`config.mk`:
```
export PLATFORM = sky130hd
export DESIGN_NAME = sram_resp_flat
export DESIGN_NICKNAME = d
export VERILOG_FILES = /design/src/rtl/sram_resp_pkg.sv /design/src/rtl/sram_resp_if.sv /design/src/rtl/sram_resp_req_trk.sv /design/src/rtl/sram_resp.sv /design/src/flat_wrapper.sv
export SDC_FILE = /design/constraint.sdc
export NUM_CORES = 1
export LEC_CHECK = 0
export BUFFER_PORTS_ARGS = -buffer_cell sky130_fd_sc_hd__buf_4
export CORE_ASPECT_RATIO = 2
export CORE_MARGIN = 2
export CORE_UTILIZATION = 35
export DETAILED_ROUTE_END_ITERATION = 10
export PLACE_DENSITY_LB_ADDON = 0.08
export SLEW_MARGIN = 5
export SYNTH_ARGS = -nofsm -noshare
export SYNTH_HDL_FRONTEND = slang
export SYNTH_SLANG_ARGS = --single-unit
```
`constraint.sdc`:
```
create_clock -name clk -period 3.2 [get_ports clk]
set_input_delay 0.16 -clock clk [delete_from_list [all_inputs] [get_ports clk]]
set_output_delay 0.16 -clock clk [all_outputs]
set_load 0.02 [all_outputs]
```
`src/rtl/sram_resp_pkg.sv`:
```
// Shared types for the SRAM responder: FSM state encoding and the registered ram_* pin group.
package sram_resp_pkg;

   typedef enum logic [1:0] {
      IDLE,
      SETUP,
      ACCESS,
      HOLD
   } state_t;

   typedef struct packed {
      logic [21:0] addr;
      logic [15:0] dq_o;
      logic        dq_oe;
      logic        ce_n;
      logic        oe_n;
      logic        we_n;
      logic        ub_n;
      logic        lb_n;
   } SramPins;

   localparam SramPins PINS_RST = '{
      addr:  '0,
      dq_o:  '0,
      dq_oe: 1'b0,
      ce_n:  1'b1,
      oe_n:  1'b1,
      we_n:  1'b1,
      ub_n:  1'b1,
      lb_n:  1'b1
   };

endpackage

```
`src/rtl/sram_resp_if.sv`:
```
// CPU port, DMA port and SRAM pin bundle; slave is the responder, master is its environment.
interface sram_resp_if;
   logic        cpu_req;
   logic        cpu_oe;
   logic        cpu_we;
   logic [22:0] cpu_addr;
   logic [7:0]  cpu_dati;
   logic [7:0]  cpu_dato;
   logic        cpu_ack;

   logic        dma_req;
   logic        dma_oe;
   logic        dma_we;
   logic [22:0] dma_addr;
   logic [15:0] dma_dati;
   logic [15:0] dma_dato;
   logic        dma_ack;

   logic [21:0] ram_addr;
   logic [15:0] ram_dq_o;
   logic        ram_dq_oe;
   logic [15:0] ram_dq_i;
   logic        ram_ce_n;
   logic        ram_oe_n;
   logic        ram_we_n;
   logic        ram_ub_n;
   logic        ram_lb_n;

   modport slave (
      input  cpu_req, cpu_oe, cpu_we, cpu_addr, cpu_dati,
      output cpu_dato, cpu_ack,
      input  dma_req, dma_oe, dma_we, dma_addr, dma_dati,
      output dma_dato, dma_ack,
      output ram_addr, ram_dq_o, ram_dq_oe,
      input  ram_dq_i,
      output ram_ce_n, ram_oe_n, ram_we_n, ram_ub_n, ram_lb_n
   );

   modport master (
      output cpu_req, cpu_oe, cpu_we, cpu_addr, cpu_dati,
      input  cpu_dato, cpu_ack,
      output dma_req, dma_oe, dma_we, dma_addr, dma_dati,
      input  dma_dato, dma_ack,
      input  ram_addr, ram_dq_o, ram_dq_oe,
      output ram_dq_i,
      input  ram_ce_n, ram_oe_n, ram_we_n, ram_ub_n, ram_lb_n
   );
endinterface

```
`src/rtl/sram_resp_req_trk.sv`:
```
// Per-port request tracker: one raised request per assertion of req with a strobe.
module req_trk (
   input  logic clk,
   input  logic rst,
   input  logic req,
   input  logic oe,
   input  logic we,
   input  logic ack,
   output logic raise
);
   logic active;
   logic serviced_q, serviced_d;

   // Deassertion wins over ack so a port that dropped mid-access is left clear.
   always_comb begin
      active     = req & (oe | we);
      serviced_d = serviced_q;
      if (!active)
         serviced_d = 1'b0;
      else if (ack)
         serviced_d = 1'b1;
   end

   always_ff @(posedge clk) begin
      if (rst)
         serviced_q <= 1'b0;
      else
         serviced_q <= serviced_d;
   end

   assign raise = active & ~serviced_q;
endmodule

```
`src/rtl/sram_resp.sv`:
```
// Two-port (CPU byte / DMA word) asynchronous SRAM responder with fixed-phase strobe timing.
module sram_resp
   import sram_resp_pkg::*;
#(
   parameter int unsigned WAIT_CYC = 3
) (
   input  logic        clk,
   input  logic        rst,
   sram_resp_if.slave  bus
);
   localparam logic [3:0] LAST = 4'(WAIT_CYC - 1);

   state_t      state_q, state_d;
   logic [3:0]  cnt_q, cnt_d;
   SramPins     pins_q, pins_d;
   logic        sel_dma_q, sel_dma_d;
   logic        wr_q, wr_d;
   logic        byte_q, byte_d;
   logic        cpu_ack_q, cpu_ack_d;
   logic        dma_ack_q, dma_ack_d;
   logic [7:0]  cpu_dato_q, cpu_dato_d;
   logic [15:0] dma_dato_q, dma_dato_d;
   logic        cpu_raise, dma_raise;

   req_trk u_cpu_trk (
      .clk   (clk),
      .rst   (rst),
      .req   (bus.cpu_req),
      .oe    (bus.cpu_oe),
      .we    (bus.cpu_we),
      .ack   (cpu_ack_q),
      .raise (cpu_raise)
   );

   req_trk u_dma_trk (
      .clk   (clk),
      .rst   (rst),
      .req   (bus.dma_req),
      .oe    (bus.dma_oe),
      .we    (bus.dma_we),
      .ack   (dma_ack_q),
      .raise (dma_raise)
   );

   // Pins are registered, so each branch sets up what the next state drives.
   always_comb begin
      state_d    = state_q;
      cnt_d      = cnt_q;
      pins_d     = pins_q;
      sel_dma_d  = sel_dma_q;
      wr_d       = wr_q;
      byte_d     = byte_q;
      cpu_ack_d  = 1'b0;
      dma_ack_d  = 1'b0;
      cpu_dato_d = cpu_dato_q;
      dma_dato_d = dma_dato_q;

      case (state_q)
         IDLE: begin
            if (cpu_raise || dma_raise) begin
               state_d   = SETUP;
               sel_dma_d = ~cpu_raise;
               if (cpu_raise) begin
                  wr_d        = bus.cpu_we;
                  byte_d      = bus.cpu_addr[0];
                  pins_d.addr = bus.cpu_addr[22:1];
                  pins_d.dq_o = {2{bus.cpu_dati}};
                  pins_d.ub_n = bus.cpu_we & ~bus.cpu_addr[0];
                  pins_d.lb_n = bus.cpu_we & bus.cpu_addr[0];
               end else begin
                  wr_d        = bus.dma_we;
                  byte_d      = 1'b0;
                  pins_d.addr = bus.dma_addr[22:1];
                  pins_d.dq_o = bus.dma_dati;
                  pins_d.ub_n = 1'b0;
                  pins_d.lb_n = 1'b0;
               end
               pins_d.ce_n  = 1'b0;
               pins_d.oe_n  = 1'b1;
               pins_d.we_n  = 1'b1;
               pins_d.dq_oe = wr_d;
            end
         end
         SETUP: begin
            state_d     = ACCESS;
            cnt_d       = '0;
            pins_d.oe_n = wr_q;
            pins_d.we_n = ~wr_q;
         end
         ACCESS: begin
            if (cnt_q == LAST) begin
               state_d     = HOLD;
               cnt_d       = '0;
               pins_d.oe_n = 1'b1;
               pins_d.we_n = 1'b1;
               if (sel_dma_q)
                  dma_ack_d = 1'b1;
               else
                  cpu_ack_d = 1'b1;
               if (!wr_q) begin
                  if (sel_dma_q)
                     dma_dato_d = bus.ram_dq_i;
                  else
                     cpu_dato_d = byte_q ? bus.ram_dq_i[15:8] : bus.ram_dq_i[7:0];
               end
            end else begin
               cnt_d = cnt_q + 4'd1;
            end
         end
         HOLD: begin
            state_d      = IDLE;
            pins_d.ce_n  = 1'b1;
            pins_d.ub_n  = 1'b1;
            pins_d.lb_n  = 1'b1;
            pins_d.dq_oe = 1'b0;
         end
         default: state_d = IDLE;
      endcase
   end

   always_ff @(posedge clk) begin
      if (rst) begin
         state_q    <= IDLE;
         cnt_q      <= '0;
         pins_q     <= PINS_RST;
         sel_dma_q  <= 1'b0;
         wr_q       <= 1'b0;
         byte_q     <= 1'b0;
         cpu_ack_q  <= 1'b0;
         dma_ack_q  <= 1'b0;
         cpu_dato_q <= '0;
         dma_dato_q <= '0;
      end else begin
         state_q    <= state_d;
         cnt_q      <= cnt_d;
         pins_q     <= pins_d;
         sel_dma_q  <= sel_dma_d;
         wr_q       <= wr_d;
         byte_q     <= byte_d;
         cpu_ack_q  <= cpu_ack_d;
         dma_ack_q  <= dma_ack_d;
         cpu_dato_q <= cpu_dato_d;
         dma_dato_q <= dma_dato_d;
      end
   end

   assign bus.cpu_ack   = cpu_ack_q;
   assign bus.dma_ack   = dma_ack_q;
   assign bus.cpu_dato  = cpu_dato_q;
   assign bus.dma_dato  = dma_dato_q;
   assign bus.ram_addr  = pins_q.addr;
   assign bus.ram_dq_o  = pins_q.dq_o;
   assign bus.ram_dq_oe = pins_q.dq_oe;
   assign bus.ram_ce_n  = pins_q.ce_n;
   assign bus.ram_oe_n  = pins_q.oe_n;
   assign bus.ram_we_n  = pins_q.we_n;
   assign bus.ram_ub_n  = pins_q.ub_n;
   assign bus.ram_lb_n  = pins_q.lb_n;
endmodule

```
`src/flat_wrapper.sv`:
```
// flat-port wrapper written by rule: the top's interface ports become plain ports
module sram_resp_flat import sram_resp_pkg::*;
#(
   parameter int unsigned WAIT_CYC = 3
)
  (clk, rst, bus_cpu_req, bus_cpu_oe, bus_cpu_we, bus_cpu_addr, bus_cpu_dati, bus_cpu_dato, bus_cpu_ack, bus_dma_req, bus_dma_oe, bus_dma_we, bus_dma_addr, bus_dma_dati, bus_dma_dato, bus_dma_ack, bus_ram_addr, bus_ram_dq_o, bus_ram_dq_oe, bus_ram_dq_i, bus_ram_ce_n, bus_ram_oe_n, bus_ram_we_n, bus_ram_ub_n, bus_ram_lb_n);
  sram_resp_if bus_i ();
  input  logic clk;
  input  logic rst;
  input wire logic [$bits(bus_i.cpu_req)-1:0] bus_cpu_req;
  input wire logic [$bits(bus_i.cpu_oe)-1:0] bus_cpu_oe;
  input wire logic [$bits(bus_i.cpu_we)-1:0] bus_cpu_we;
  input wire logic [$bits(bus_i.cpu_addr)-1:0] bus_cpu_addr;
  input wire logic [$bits(bus_i.cpu_dati)-1:0] bus_cpu_dati;
  output wire logic [$bits(bus_i.cpu_dato)-1:0] bus_cpu_dato;
  output wire logic [$bits(bus_i.cpu_ack)-1:0] bus_cpu_ack;
  input wire logic [$bits(bus_i.dma_req)-1:0] bus_dma_req;
  input wire logic [$bits(bus_i.dma_oe)-1:0] bus_dma_oe;
  input wire logic [$bits(bus_i.dma_we)-1:0] bus_dma_we;
  input wire logic [$bits(bus_i.dma_addr)-1:0] bus_dma_addr;
  input wire logic [$bits(bus_i.dma_dati)-1:0] bus_dma_dati;
  output wire logic [$bits(bus_i.dma_dato)-1:0] bus_dma_dato;
  output wire logic [$bits(bus_i.dma_ack)-1:0] bus_dma_ack;
  output wire logic [$bits(bus_i.ram_addr)-1:0] bus_ram_addr;
  output wire logic [$bits(bus_i.ram_dq_o)-1:0] bus_ram_dq_o;
  output wire logic [$bits(bus_i.ram_dq_oe)-1:0] bus_ram_dq_oe;
  input wire logic [$bits(bus_i.ram_dq_i)-1:0] bus_ram_dq_i;
  output wire logic [$bits(bus_i.ram_ce_n)-1:0] bus_ram_ce_n;
  output wire logic [$bits(bus_i.ram_oe_n)-1:0] bus_ram_oe_n;
  output wire logic [$bits(bus_i.ram_we_n)-1:0] bus_ram_we_n;
  output wire logic [$bits(bus_i.ram_ub_n)-1:0] bus_ram_ub_n;
  output wire logic [$bits(bus_i.ram_lb_n)-1:0] bus_ram_lb_n;
  assign bus_i.cpu_req = bus_cpu_req;
  assign bus_i.cpu_oe = bus_cpu_oe;
  assign bus_i.cpu_we = bus_cpu_we;
  assign bus_i.cpu_addr = bus_cpu_addr;
  assign bus_i.cpu_dati = bus_cpu_dati;
  assign bus_cpu_dato = bus_i.cpu_dato;
  assign bus_cpu_ack = bus_i.cpu_ack;
  assign bus_i.dma_req = bus_dma_req;
  assign bus_i.dma_oe = bus_dma_oe;
  assign bus_i.dma_we = bus_dma_we;
  assign bus_i.dma_addr = bus_dma_addr;
  assign bus_i.dma_dati = bus_dma_dati;
  assign bus_dma_dato = bus_i.dma_dato;
  assign bus_dma_ack = bus_i.dma_ack;
  assign bus_ram_addr = bus_i.ram_addr;
  assign bus_ram_dq_o = bus_i.ram_dq_o;
  assign bus_ram_dq_oe = bus_i.ram_dq_oe;
  assign bus_i.ram_dq_i = bus_ram_dq_i;
  assign bus_ram_ce_n = bus_i.ram_ce_n;
  assign bus_ram_oe_n = bus_i.ram_oe_n;
  assign bus_ram_we_n = bus_i.ram_we_n;
  assign bus_ram_ub_n = bus_i.ram_ub_n;
  assign bus_ram_lb_n = bus_i.ram_lb_n;
  sram_resp #(.WAIT_CYC(WAIT_CYC)) u_core (.clk(clk), .rst(rst), .bus(bus_i));
endmodule
```
Word-level counts from Yosys, hierarchy flattened:

Cells that the tools add are included.

* register bits: 81
* input port bits: 94
* output and inout bits: 70
* logic and storage cells: 74

* add/subtract/negate cells: 1
* equal/unequal tests: 6
* multiplexer cells: 16
* bitwise gates (word level): 18
* reductions and logical operators: 14

Operators by type and width (count)
* 38-bit 2-to-1 mux: 1
* 1-bit NOT: 10
* 8-bit 2-to-1 mux: 1
* 2-bit one-hot mux with 2 select lines: 2
* 2-bit one-hot mux with 4 select lines: 1
* 4-bit one-hot mux with 2 select lines: 1
* 4-bit AND reduction: 2
* 1-bit AND: 6
* 2-bit 2-to-1 mux: 3
* 6-bit 2-to-1 mux: 1
* 2-bit one-hot mux with 3 select lines: 1
* 2-bit AND reduction: 3
* 4-bit by 1-bit adder with 4-bit output (second input constant): 1
* 2-bit equality test (second input constant): 2
* 4-bit by 2-bit equality test with 1-bit output (second input constant): 1
* 1-bit 2-to-1 mux: 4
* 4-bit 2-to-1 mux: 1
* 2-bit by 1-bit != test with 1-bit output (second input constant): 2
* 2-bit nonzero test: 2
* 2-bit OR reduction: 2
* 3-bit AND reduction: 1
* 3-bit nonzero test: 1
* 3-bit OR reduction: 1
* 2-bit by 1-bit equality test with 1-bit output (second input constant): 1
* 3 further kinds: 4

Longest topological paths before layout:

* depth in word-level cells: 6
* mapped depth: 8
* mapped depth without buffers: 6

Modules after synthesis:

From an unflattened synthesis, not the netlist that was laid out.

* cells, all modules: 390
* area total of the unflattened synthesis: 3553.4 µm²

Modules (own cells, without submodules)
* sram_resp: times used 1, cells each 380, area an instance 3460.8 µm², sequential area each 1581.5 µm²
* req_trk: times used 2, cells each 5, area an instance 46.3 µm², sequential area each 20.0 µm²

Worst setup path after synthesis:

No wires, ideal clock.

* kind: register to register
* start point: reg u_core.state_q[0]
* end point: reg u_core.dma_dato_q[0], in the netlist u_core.bus.dma_dato[0]
* arrival time: 1.692 ns
* path slack: 1.376 ns
* cell stages (with the launch flop): 9
* buffers on the path: 2
* cells stage by stage: dfxtp_1 > inv_1 > ha_1 > nand3b_4 > or4b_1 > buf_2 > buf_6 > nand2_1 > a21oi_1

* word-level cells in the longest chain between the ends: 2

Ends and longest elaborated chain
* start, declared: line sram_resp.sv:13 `state_t state_q, state_d;`
* start signal, assigned: line sram_resp.sv:134 `state_q <= state_d;`
* 2-bit equality test: line sram_resp.sv:58 `case (state_q)`
* 4-bit AND reduction (no source line)
* end signal, assigned: line sram_resp.sv:143 `dma_dato_q <= dma_dato_d;`
* end, declared: line sram_resp.sv:22 `logic [15:0] dma_dato_q, dma_dato_d;`

Every way passes these cells.
A chain may end at the register's enable or synchronous reset.

Final worst setup path:

* start point: reg u_core.state_q[0]
* end point: reg u_core.pins_q (netlist bit u_core.bus.ram_we_n)

* word-level cells in the longest chain between the ends: 3
* elaborated cells on any way between the ends: 8
* classes of those cells: eq/ne: 4; mux: 1; reduce/logical: 3

Ends and longest elaborated chain
* 2-bit equality test, or another cell as far along: line sram_resp.sv:58
* 2-bit by 1-bit != test with 1-bit output (no source line) / 3-bit nonzero test (equally long branches)
* 3-bit AND reduction (no source line)
* end signal, assigned: line sram_resp.sv:136 `pins_q <= pins_d;`
* end, declared: line sram_resp.sv:15 `SramPins pins_q, pins_d;`

Parallel ways exist; a longest one is shown, timed or not.

==> run summary <==
Max-cap check violation count: 0
Total design power: 3920 uW
Area inside the core boundary: 10000 sq um
Worst min-delay path class: in2reg
Maximum net fanout on the critical path: 18
Slew HR: 42.0%
Level count of the clock H-tree: 3
Vias per inst: 5.10
Routed len/inst: 15.6 um
Detailed Route WL: 10.9 mm
Placement Cell Area: 4850 sq um
Number of CTS-inserted buffers: 9
Worst-case vdd ir drop: 0.434 mV
Number of primary I/O pins: 164
Post-cts resize count: 0
Max-slew violation total from the final report: 0
Number of storage elements in the synthesis netlist: 81
Critical path required time: 3460 ps
Post-CTS clock slew at the launch and capture registers of the worst setup and hold paths: 70 ps
CP Capture Type: flip-flop
Arrival time at the worst endpoint: 2460 ps
Clock latency on the worst-skew pair: 330 ps
IO buf count: 162
Category of the critical setup timing path: reg2reg
Final number of setup-violating endpoints: 0
Post-Syn Area: 3550 sq um
Post-synth net total: 515
Element type at the critical path start: flip-flop
Status: finished clean
Unrepaired setup endpoints after global routing: false
Minimum period implied by the final worst setup slack: 2200 ps
Placement row count: 52
Fraction of final layout cells with drive strength greater than 1: 34.6%
Final Hold Fails: 0
Share of synthesized area occupied by flip-flops and latches: 45.6%
CTS tree: done
Post-DP HPWL: 8.06 mm
Biggest area contributors in the synthesized netlist: dfxtp_1 46%, a21oi_1 11%, nand2_1 8.6%, a311oi_1 5.9%, a211oi_1 5.5%
Synthesis-to-finish area growth: 45.1%
Mapped Avg Cell Area: 8.59 sq um
Via count of the first global-routing pass: 3504
Total setup buffers inserted after CTS: 0
Die Span X: 75.3 um
Setup TNS: 0 ps
Top cell type's share of synthesized area: 45.6%
Highest achievable clock rate: 454 MHz
Aggregate global routing overflow: 0
Number of clock sinks: 81
Number of synthesized flops with an enable pin: 0
First-pass GRT wire length: 17.1 mm
Total vias in the final route: 3577
Largest net degree at the start of global routing: 57
Final Instance Area: 5160 sq um
Pre-antenna DRT Iters: 5
Static power due to leakage: 0.00222 uW
Number of synthesis warnings: 0
Drt initial violations: 146
Starting Density: 35.5%
Antenna violations before repair: 0
Ys flop type: dfxtp_1
Largest buffer count on any clock path: 2
Remaining DRCs: 0
Number of antenna diodes: 0
Power Density: 761 nW/um^2
Fraction of synthesis flops using an asynchronous set or reset pin: 0%
Root buffer cell: clkbuf_16
Final critical-path share of the clock period: 68.9%
Net count reported at finish: 662
Total Routing Usage GR: 19.9%
Routed Antenna Nets: 0
Layout Skew: 7.95 ps
Die height: 147 um
Hold bufs inserted after CTS: 0
Die Area: 11000 sq um
Unique cell type count in the Yosys netlist: 42
Post-Synthesis Cells: 414
Synth cell count leaders: 81 x dfxtp_1, 81 x nand2_1, 76 x a21oi_1
Routability cong.: 0.774
Actual slew at the worst max-slew pin: 869 ps
Leading area contributor after synthesis: dfxtp_1
stage by stage:
step	cells	setup WS [ps]	util (%)	hold slack, ps
after floorplan	414	1380	-	296
after global placement	685	1100	48.4	420
after detailed placement	685	1030	48.4	424
after CTS	701	1000	51.5	67.8
after global routing	701	814	51.5	71.9
final	701	997	51.5	80.8
metal layers:
metal | vias up | global-route usage, % | part of all wire [%]
li1 | 1790 | - | -
met1 | 1659 | 22.4 | 39
met2 | 117 | 35.7 | 53
met3 | 11 | 3.93 | 5.7
met4 | 0 | 6.75 | 1.7
met5 | - | 0 | 0
critical path: stages (launching register included):
cell	delay, ps
dfxtp_1	350
inv_1	120
ha_1	620
o221ai_1	520
nand3b_1	310
mux2i_1	210
power breakdown:
group / internal (uW) / total, uW / switching, uW
combinational: 639 / 1520 / 879
sequential: 1230 / 1370 / 140
clock: 611 / 1040 / 430
total: 2480 / 3920 / 1450
logic make-up (layout without fill, tap and decap cells):
group	Yosys count	count (layout)	synth area share, %
flops	81	81	45.6
fa+ha+maj	7	7	2.46
buf+inv	42	194	4.93
compound gates	141	141	25.7
simple gates	130	130	17.7
mux	13	13	3.66
cell type report:
class | instances | area, sq um
repair buffers | 169 | 1270
well taps | 135 | 169
clock inverters | 7 | 80.1
inverters | 9 | 33.8
fillers | 1023 | 4860
flip-flops and latches | 81 | 1620
multi-input cells | 291 | 1760
clock buffers | 9 | 225
placed cells by master, fill, tap and decap left out, types with 2 or more instances in the layout:
cell type   netlist  final
nand3_1           2      2
nand2_1          81     81
a311oi_1         24     24
nor4b_1           2      2
and3_1           10     10
o21ai_2           2      2
a211oi_1         26     26
ha_1              7      7
inv_1             9      9
dfxtp_1          81     81
clkinvlp_4        0      2
mux2i_1          13     13
a21oi_1          76     76
nor2_1           16     16
clkinv_4          0      3
buf_4             0    169
o21ai_0           2      2
o21a_1            2      2
or3b_2            2      2
nand2b_1          2      2
clkbuf_16         0      9
nor3_1            4      4
worst paths after layout:
kind | to | slack [ps] | depth (start not counted) | from
setup / recovery | u_core.bus.ram_we_n | 1000 | 5 | u_core.state_q[0]
hold reg to reg | u_core.bus.dma_dato[4] | 460 | 2 | u_core.bus.dma_dato[4]
setup reg to reg | u_core.bus.ram_we_n | 1000 | 5 | u_core.state_q[0]
hold / removal | u_core.bus.dma_dato[6] | 80 | 3 | bus_ram_dq_i[6]
state kept, by name, indices dropped and copies added (netlist names), 2 cells and up:
name,cells
u_core.bus.ram_dq_o,16
u_core.bus.cpu_dato,8
u_core.cnt_q,4
u_core.state_q,2
u_core.bus.dma_dato,16
u_core.bus.ram_addr,22
Power figures use the tool's default switching activity.
